--- config.mk ---
export PLATFORM = sky130hd
export DESIGN_NAME = memory_arbiter
export DESIGN_NICKNAME = d
export VERILOG_FILES = /design/src/rtl/mem_arb_pkg.sv /design/src/rtl/memory_arbiter_starve_counter.sv /design/src/rtl/memory_arbiter.sv
export SDC_FILE = /design/constraint.sdc
export NUM_CORES = 1
export LEC_CHECK = 0
export BUFFER_PORTS_ARGS = -buffer_cell sky130_fd_sc_hd__buf_2
export CAP_MARGIN = 20
export CORE_UTILIZATION = 42
export CTS_CLUSTER_SIZE = 14
export DETAILED_ROUTE_END_ITERATION = 6
export PLACE_DENSITY = 0.85
export SYNTH_ARGS = -nofsm -noshare
export SYNTH_HDL_FRONTEND = slang
export SYNTH_HIERARCHICAL = 1
export SYNTH_SLANG_ARGS = --single-unit
--- constraint.sdc ---
create_clock -name clock -period 1.99 [get_ports clock]
set_input_delay 0.2985 -clock clock [delete_from_list [all_inputs] [get_ports clock]]
set_output_delay 0.2985 -clock clock [all_outputs]
set_load 0.05 [all_outputs]
--- src/rtl/mem_arb_pkg.sv ---
// Shared types and constants for the CPU / program-loader memory arbiter.
package mem_arb_pkg;
    localparam int unsigned MEM_W    = 16;
    localparam int unsigned PORT_CPU = 0;
    localparam int unsigned PORT_LD  = 1;

    typedef enum logic [1:0] {
        IDLE   = 2'd0,
        ACCESS = 2'd1,
        WAIT   = 2'd2
    } arb_state_e;

    typedef struct packed {
        logic             we;
        logic [MEM_W-1:0] addr;
        logic [MEM_W-1:0] wdata;
    } mem_req_t;
endpackage

--- src/rtl/memory_arbiter_starve_counter.sv ---
// Saturating count of loader-request cycles lost to the CPU; flags when the limit is reached.
module starve_counter #(
    parameter int unsigned STARVE_LIMIT = 8
) (
    input  logic clock,
    input  logic reset,
    input  logic inc,
    input  logic clr,
    output logic at_limit_c
);
    localparam int unsigned CNT_W = $clog2(STARVE_LIMIT + 1);

    logic [CNT_W-1:0] cnt;

    always_ff @(posedge clock or negedge reset) begin
        if (!reset) begin
            cnt <= '0;
        end else if (clr) begin
            cnt <= '0;
        end else if (inc && (cnt != CNT_W'(STARVE_LIMIT))) begin
            cnt <= cnt + CNT_W'(1);
        end
    end

    assign at_limit_c = (cnt == CNT_W'(STARVE_LIMIT));
endmodule

--- src/rtl/memory_arbiter.sv ---
// Single-transaction arbiter sharing one memory port between the CPU and the loader.
module memory_arbiter
    import mem_arb_pkg::*;
#(
    parameter int unsigned READ_LATENCY = 1,
    parameter int unsigned STARVE_LIMIT = 8
) (
    input  logic             clock,
    input  logic             reset,
    input  logic             cpu_req,
    input  logic             cpu_we,
    input  logic [MEM_W-1:0] cpu_addr,
    input  logic [MEM_W-1:0] cpu_wdata,
    output logic             cpu_gnt,
    output logic             cpu_rvalid,
    output logic [MEM_W-1:0] cpu_rdata,
    output logic             cpu_stall,
    input  logic             ld_req,
    input  logic             ld_we,
    input  logic             ld_lock,
    input  logic [MEM_W-1:0] ld_addr,
    input  logic [MEM_W-1:0] ld_wdata,
    output logic             ld_gnt,
    output logic             ld_rvalid,
    output logic [MEM_W-1:0] ld_rdata,
    output logic             mem_en,
    output logic             mem_we,
    output logic [MEM_W-1:0] mem_addr,
    output logic [MEM_W-1:0] mem_wdata,
    input  logic [MEM_W-1:0] mem_rdata
);
    localparam int unsigned LAT_W   = 2;
    localparam logic        CPU_SEL = 1'(PORT_CPU);
    localparam logic        LD_SEL  = 1'(PORT_LD);

    arb_state_e       state, state_nxt;
    logic             owner;
    logic [LAT_W-1:0] lat_cnt;
    logic             lock_owner_ld;
    logic             starve_hit;
    logic             cpu_win, ld_win;
    logic             issue, issue_port, capture;
    logic             starve_inc, starve_clr;
    mem_req_t         sel_req;

    assign starve_inc = (state == IDLE) && ld_req && cpu_win;
    assign starve_clr = issue && (issue_port == LD_SEL);

    starve_counter #(.STARVE_LIMIT(STARVE_LIMIT)) u_starve (
        .clock      (clock),
        .reset      (reset),
        .inc        (starve_inc),
        .clr        (starve_clr),
        .at_limit_c (starve_hit)
    );

    // Winner selection: lock owner, then starved loader, then CPU, then loader.
    always_comb begin
        cpu_win = 1'b0;
        ld_win  = 1'b0;
        if (lock_owner_ld) begin
            ld_win = ld_req;
        end else if (starve_hit && ld_req) begin
            ld_win = 1'b1;
        end else if (cpu_req) begin
            cpu_win = 1'b1;
        end else begin
            ld_win = ld_req;
        end
    end

    always_ff @(posedge clock or negedge reset) begin
        if (!reset) state <= IDLE;
        else        state <= state_nxt;
    end

    always_comb begin
        state_nxt  = state;
        issue      = 1'b0;
        issue_port = CPU_SEL;
        capture    = 1'b0;
        case (state)
            IDLE: begin
                if (cpu_win || ld_win) begin
                    issue      = 1'b1;
                    issue_port = ld_win ? LD_SEL : CPU_SEL;
                    state_nxt  = ACCESS;
                end
            end
            ACCESS:  state_nxt = mem_we ? IDLE : WAIT;
            WAIT: begin
                if (lat_cnt == '0) begin
                    capture   = 1'b1;
                    state_nxt = IDLE;
                end
            end
            default: state_nxt = IDLE;
        endcase
    end

    always_comb begin
        sel_req = '{we: cpu_we, addr: cpu_addr, wdata: cpu_wdata};
        if (issue_port == LD_SEL) sel_req = '{we: ld_we, addr: ld_addr, wdata: ld_wdata};
    end

    // Memory strobes, grant/valid pulses, read-data capture and lock ownership.
    always_ff @(posedge clock or negedge reset) begin
        if (!reset) begin
            mem_en        <= 1'b0;
            mem_we        <= 1'b0;
            mem_addr      <= '0;
            mem_wdata     <= '0;
            cpu_gnt       <= 1'b0;
            ld_gnt        <= 1'b0;
            cpu_rvalid    <= 1'b0;
            ld_rvalid     <= 1'b0;
            cpu_rdata     <= '0;
            ld_rdata      <= '0;
            owner         <= CPU_SEL;
            lat_cnt       <= '0;
            lock_owner_ld <= 1'b0;
        end else begin
            mem_en     <= issue;
            mem_we     <= issue && sel_req.we;
            cpu_gnt    <= issue && (issue_port == CPU_SEL);
            ld_gnt     <= issue && (issue_port == LD_SEL);
            cpu_rvalid <= capture && (owner == CPU_SEL);
            ld_rvalid  <= capture && (owner == LD_SEL);
            if (issue) begin
                owner     <= issue_port;
                mem_addr  <= sel_req.addr;
                mem_wdata <= sel_req.wdata;
            end
            if (state == ACCESS) begin
                lat_cnt <= LAT_W'(READ_LATENCY - 1);
            end else if ((state == WAIT) && (lat_cnt != '0)) begin
                lat_cnt <= lat_cnt - LAT_W'(1);
            end
            if (capture && (owner == CPU_SEL)) cpu_rdata <= mem_rdata;
            if (capture && (owner == LD_SEL))  ld_rdata  <= mem_rdata;
            if (!ld_lock) begin
                lock_owner_ld <= 1'b0;
            end else if (issue && (issue_port == LD_SEL)) begin
                lock_owner_ld <= 1'b1;
            end
        end
    end

    // A requesting CPU is stalled in every cycle except its grant cycle.
    assign cpu_stall = cpu_req && !cpu_gnt;
endmodule

==> flow_metrics.py <==
metrics = {
    "logic_synthesis": {
        "synth_seq_cells": 80,
        "synth_area_leaders": "dfrtp_1 60%, nand2_1 8.0%, a22o_1 5.2%",
        "ys_seq_area_share_pct": 59.50,
        "synth-edff-count": 0,
        "synth-main-ff-cell": "dfrtp_1",
        "syn-cell-area_um2": 3364,
        "yosys_warnings": 6,
        "syn_avg_cell_area_um2": 11.03,
        "syn-instance-count": 305,
        "synth_top_area_cell": "dfrtp_1",
        "yosys-top-cells-count": "80 x dfrtp_1, 72 x nand2_1, 31 x a21oi_1",
        "synthArstFlopShare_pct": 100.0,
        "synthesis.nets": 395,
        "netlist.area_leader.share_pct": 59.50,
        "synth_most_common_cell": "dfrtp_1",
        "yosysUniqueCellTypes": 35,
    },
    "timing": {
        "fmax_ghz": 0.5225,
        "tightest_slew_ns": 0.7001,
        "final.period_utilization_pct": 96.18,
        "finalHoldViolations": 0,
        "fin_crit_ns": 1.914,
        "slew_headroom_pct": 53.15,
        "fin_setup_tns_ns": 0,
        "report.final.slew_viol_count": 0,
        "skew_ns": 0.009236,
        "setup_viol": 0,
    },
    "power": {
        "p_seq_share_pct": 29.6,
        "powerDensity_nw_per_um2": 2078,
        "cellInternalPower_w": 0.004616,
        "peakVddDrop_mv": 0.9275,
        "p_switching_w": 0.004874,
        "pwr-share-clk_pct": 13.4,
        "combinationalPowerShare_pct": 57.0,
        "power.share.switching_pct": 51.36,
        "p_leak_nw": 2.465,
    },
    "detailed_routing": {
        "vias": 2889,
        "viasPerCell": 4.972,
        "route.detailed.drc": 0,
        "routed_wl_um": 8055,
        "dr.pass1.iters": 4,
        "ant_nets": 0,
        "wl_per_cell_um": 13.86,
        "dr.first_iter.drc_count": 96,
    },
    "setup_path": {
        "worstPathRequired_ns": 2.21,
        "worstSetupPathType": "register to register",
        "path_buf_inv": 1,
        "reg2reg_to": "u_starve/cnt[0]",
        "crit_arrival_ns": 2.14,
        "r2r-start": "u_starve/cnt[0]",
        "critPathMaxFanout": 3,
        "critical-path-top-delay-family": "simple AND/OR/NAND/NOR gates",
        "rr_worst_depth": 8,
        "cp_cell_sequence": "inv_1, ha_1, nand2_1, nor2_1, or3b_4, nor2_4, o21a_1, mux2_4",
        "reg2reg_setup_slack_ns": 0.08,
        "cpPeakStageDelay_ns": 0.41,
        "end_kind": "register",
        "cp-start-kind": "register",
        "slowest_stage": "or3b_4",
    },
    "grt": {
        "grt_max_degree": 51,
        "grt_pass1_wl_um": 12790,
        "antenna_found_initial": 0,
        "gr-total-overflow": 0,
        "grt_use_total_pct": 19.48,
        "grt_pass1_vias": 2821,
    },
    "min_path": {
        "hold_end": "mem_wdata[9]",
        "holdCritPathClass": "input port to register",
        "min_from": "cpu_wdata[9]",
        "holdPathStages": 2,
    },
    "run_status": {
        "run_status": "complete, no violations",
    },
    "layout": {
        "multi_input_area_um2": 1266,
        "syn_to_final_growth_pct": 35.74,
        "drive_above_1_share_pct": 42.38,
        "diodes": 0,
        "finalNetCount": 564,
        "seq_area_um2": 2002,
        "fin_cells": 581,
        "final.fill_count": 671,
    },
    "placement": {
        "dp.cells": 560,
        "hpwl_um": 5757,
        "gp_congestion": 0.7723,
        "portBuffers": 157,
    },
    "clock_tree": {
        "cts_tree": "done",
        "h-tree-depth": 3,
        "cts_buffer_depth": 2,
        "clock_latency_ns": 0.34,
        "clk_pin_slew_ns": 0.08,
        "cts.sinks": 80,
        "cts_root_buf": "clkbuf_8",
        "cts_buffers": 9,
    },
    "floorplanning": {
        "num_io_pins": 158,
        "die_h_um": 91.50,
        "die_w_um": 91.50,
        "dieArea_um2": 8372,
        "row_count": 32,
        "core_um2": 7727,
        "start_util_pct": 43.54,
    },
    "flow_run": {
        "drv_cap": 0,
    },
}
## how the worst max path moves through the flow
stage | startpoint | to | slack, ns | depth (start not counted)
3_3_place_gp | u_starve/cnt[0] | u_starve/cnt[0] | 0.09 | 8
3_5_place_dp | u_starve/cnt[0] | u_starve/cnt[2] | -0.02 | 9
4_1_cts | u_starve/cnt[0] | u_starve/cnt[2] | 0.03 | 9
6_report | u_starve/cnt[0] | u_starve/cnt[0] | 0.08 | 8
2_1_floorplan | u_starve/cnt[0] | u_starve/cnt[0] | 0.09 | 8
5_1_grt | u_starve/cnt[0] | u_starve/cnt[2] | -0.008 | 9
## sequential cells by signal (all words and copies together) (netlist names)
name           flops
lock_owner_ld      1
ld_gnt             1
mem_we             1
mem_addr          16
ld_rdata          16
ld_rvalid          1
u_starve/cnt       4
owner              1
cpu_rdata         16
cpu_rvalid         1
mem_en             1
state              2
lat_cnt            2
mem_wdata         16
cpu_gnt            1
## power by group through the flow
stage / clock (W) / combinational (W) / sequential, W
after floorplan: 0 / 0.00163 / 0.00525
after CTS: 0.00131 / 0.00540 / 0.00282
after global routing: 0.00140 / 0.00575 / 0.00290
final: 0.00127 / 0.00541 / 0.00281
after global placement: 0 / 0.00520 / 0.00281
after detailed placement: 0 / 0.00534 / 0.00283
## cell families after synthesis
group	synth area share [%]
adder cells (fa/ha/maj)	1.116
AND/OR/NAND/NOR	14.62
XOR/XNOR	0.2604
flip-flops	59.50
buffers and inverters	3.496
multiplexers	6.099
AO/OA/AOI/OAI	14.91
## routing by layer
metal	up-vias	global-route usage, %	wire (um)
li1	1375	-	-
met1	1387	24.28	3412
met2	111	32.77	4022
met3	16	3.853	460
met4	0	8.466	160
met5	-	0	0
## placed cells by master, fill, tap and decap left out, types with 5 or more instances in the layout
cell type / count
buf_4: 12
a21oi_1: 30
mux2_2: 7
inv_1: 5
clkbuf_8: 9
nor2_1: 20
mux2_1: 9
dfrtp_1: 80
a22o_1: 20
nand2_1: 71
buf_2: 156
a21o_1: 18
## timing repair
action | CTS | global route
setup endpoints to repair | 3 | 21
pin swaps | 1 | 2
hold buffers | 1 | 0
endpoints found under the hold margin | 30 | 0
buffers inserted | 2 | 2
gates resized for setup | 1 | 5
## stage by stage
| stage | setup slack, ns | util, % | cell area, um2 | power (W) | hold WS, ns |
|---|---|---|---|---|---|
| floorplan | 0.09300 | - | 3364 | 0.006885 | 0.002909 |
| global route | -0.007934 | 59.10 | 4567 | 0.01005 | 0.1319 |
| CTS | 0.02846 | 58.69 | 4536 | 0.009528 | 0.1330 |
| finish | 0.07604 | 59.10 | 4567 | 0.009490 | 0.1543 |
| detailed placement | -0.01614 | 55.42 | 4283 | 0.008173 | 0.2636 |
| global placement | 0.08917 | 55.42 | 4283 | 0.008006 | 0.2491 |
## area by class of cell
| class | count | area share (%) |
|---|---|---|
| clock buffers | 11 | 2.877 |
| clock inverters | 5 | 1.781 |
| inverters | 8 | 0.8219 |
| multi-input cells | 204 | 27.73 |
| flip-flops and latches | 80 | 43.84 |
| well taps | 102 | 2.795 |
| repair buffers | 171 | 20.16 |
Note: power is estimated with default switching activity, not from simulation.
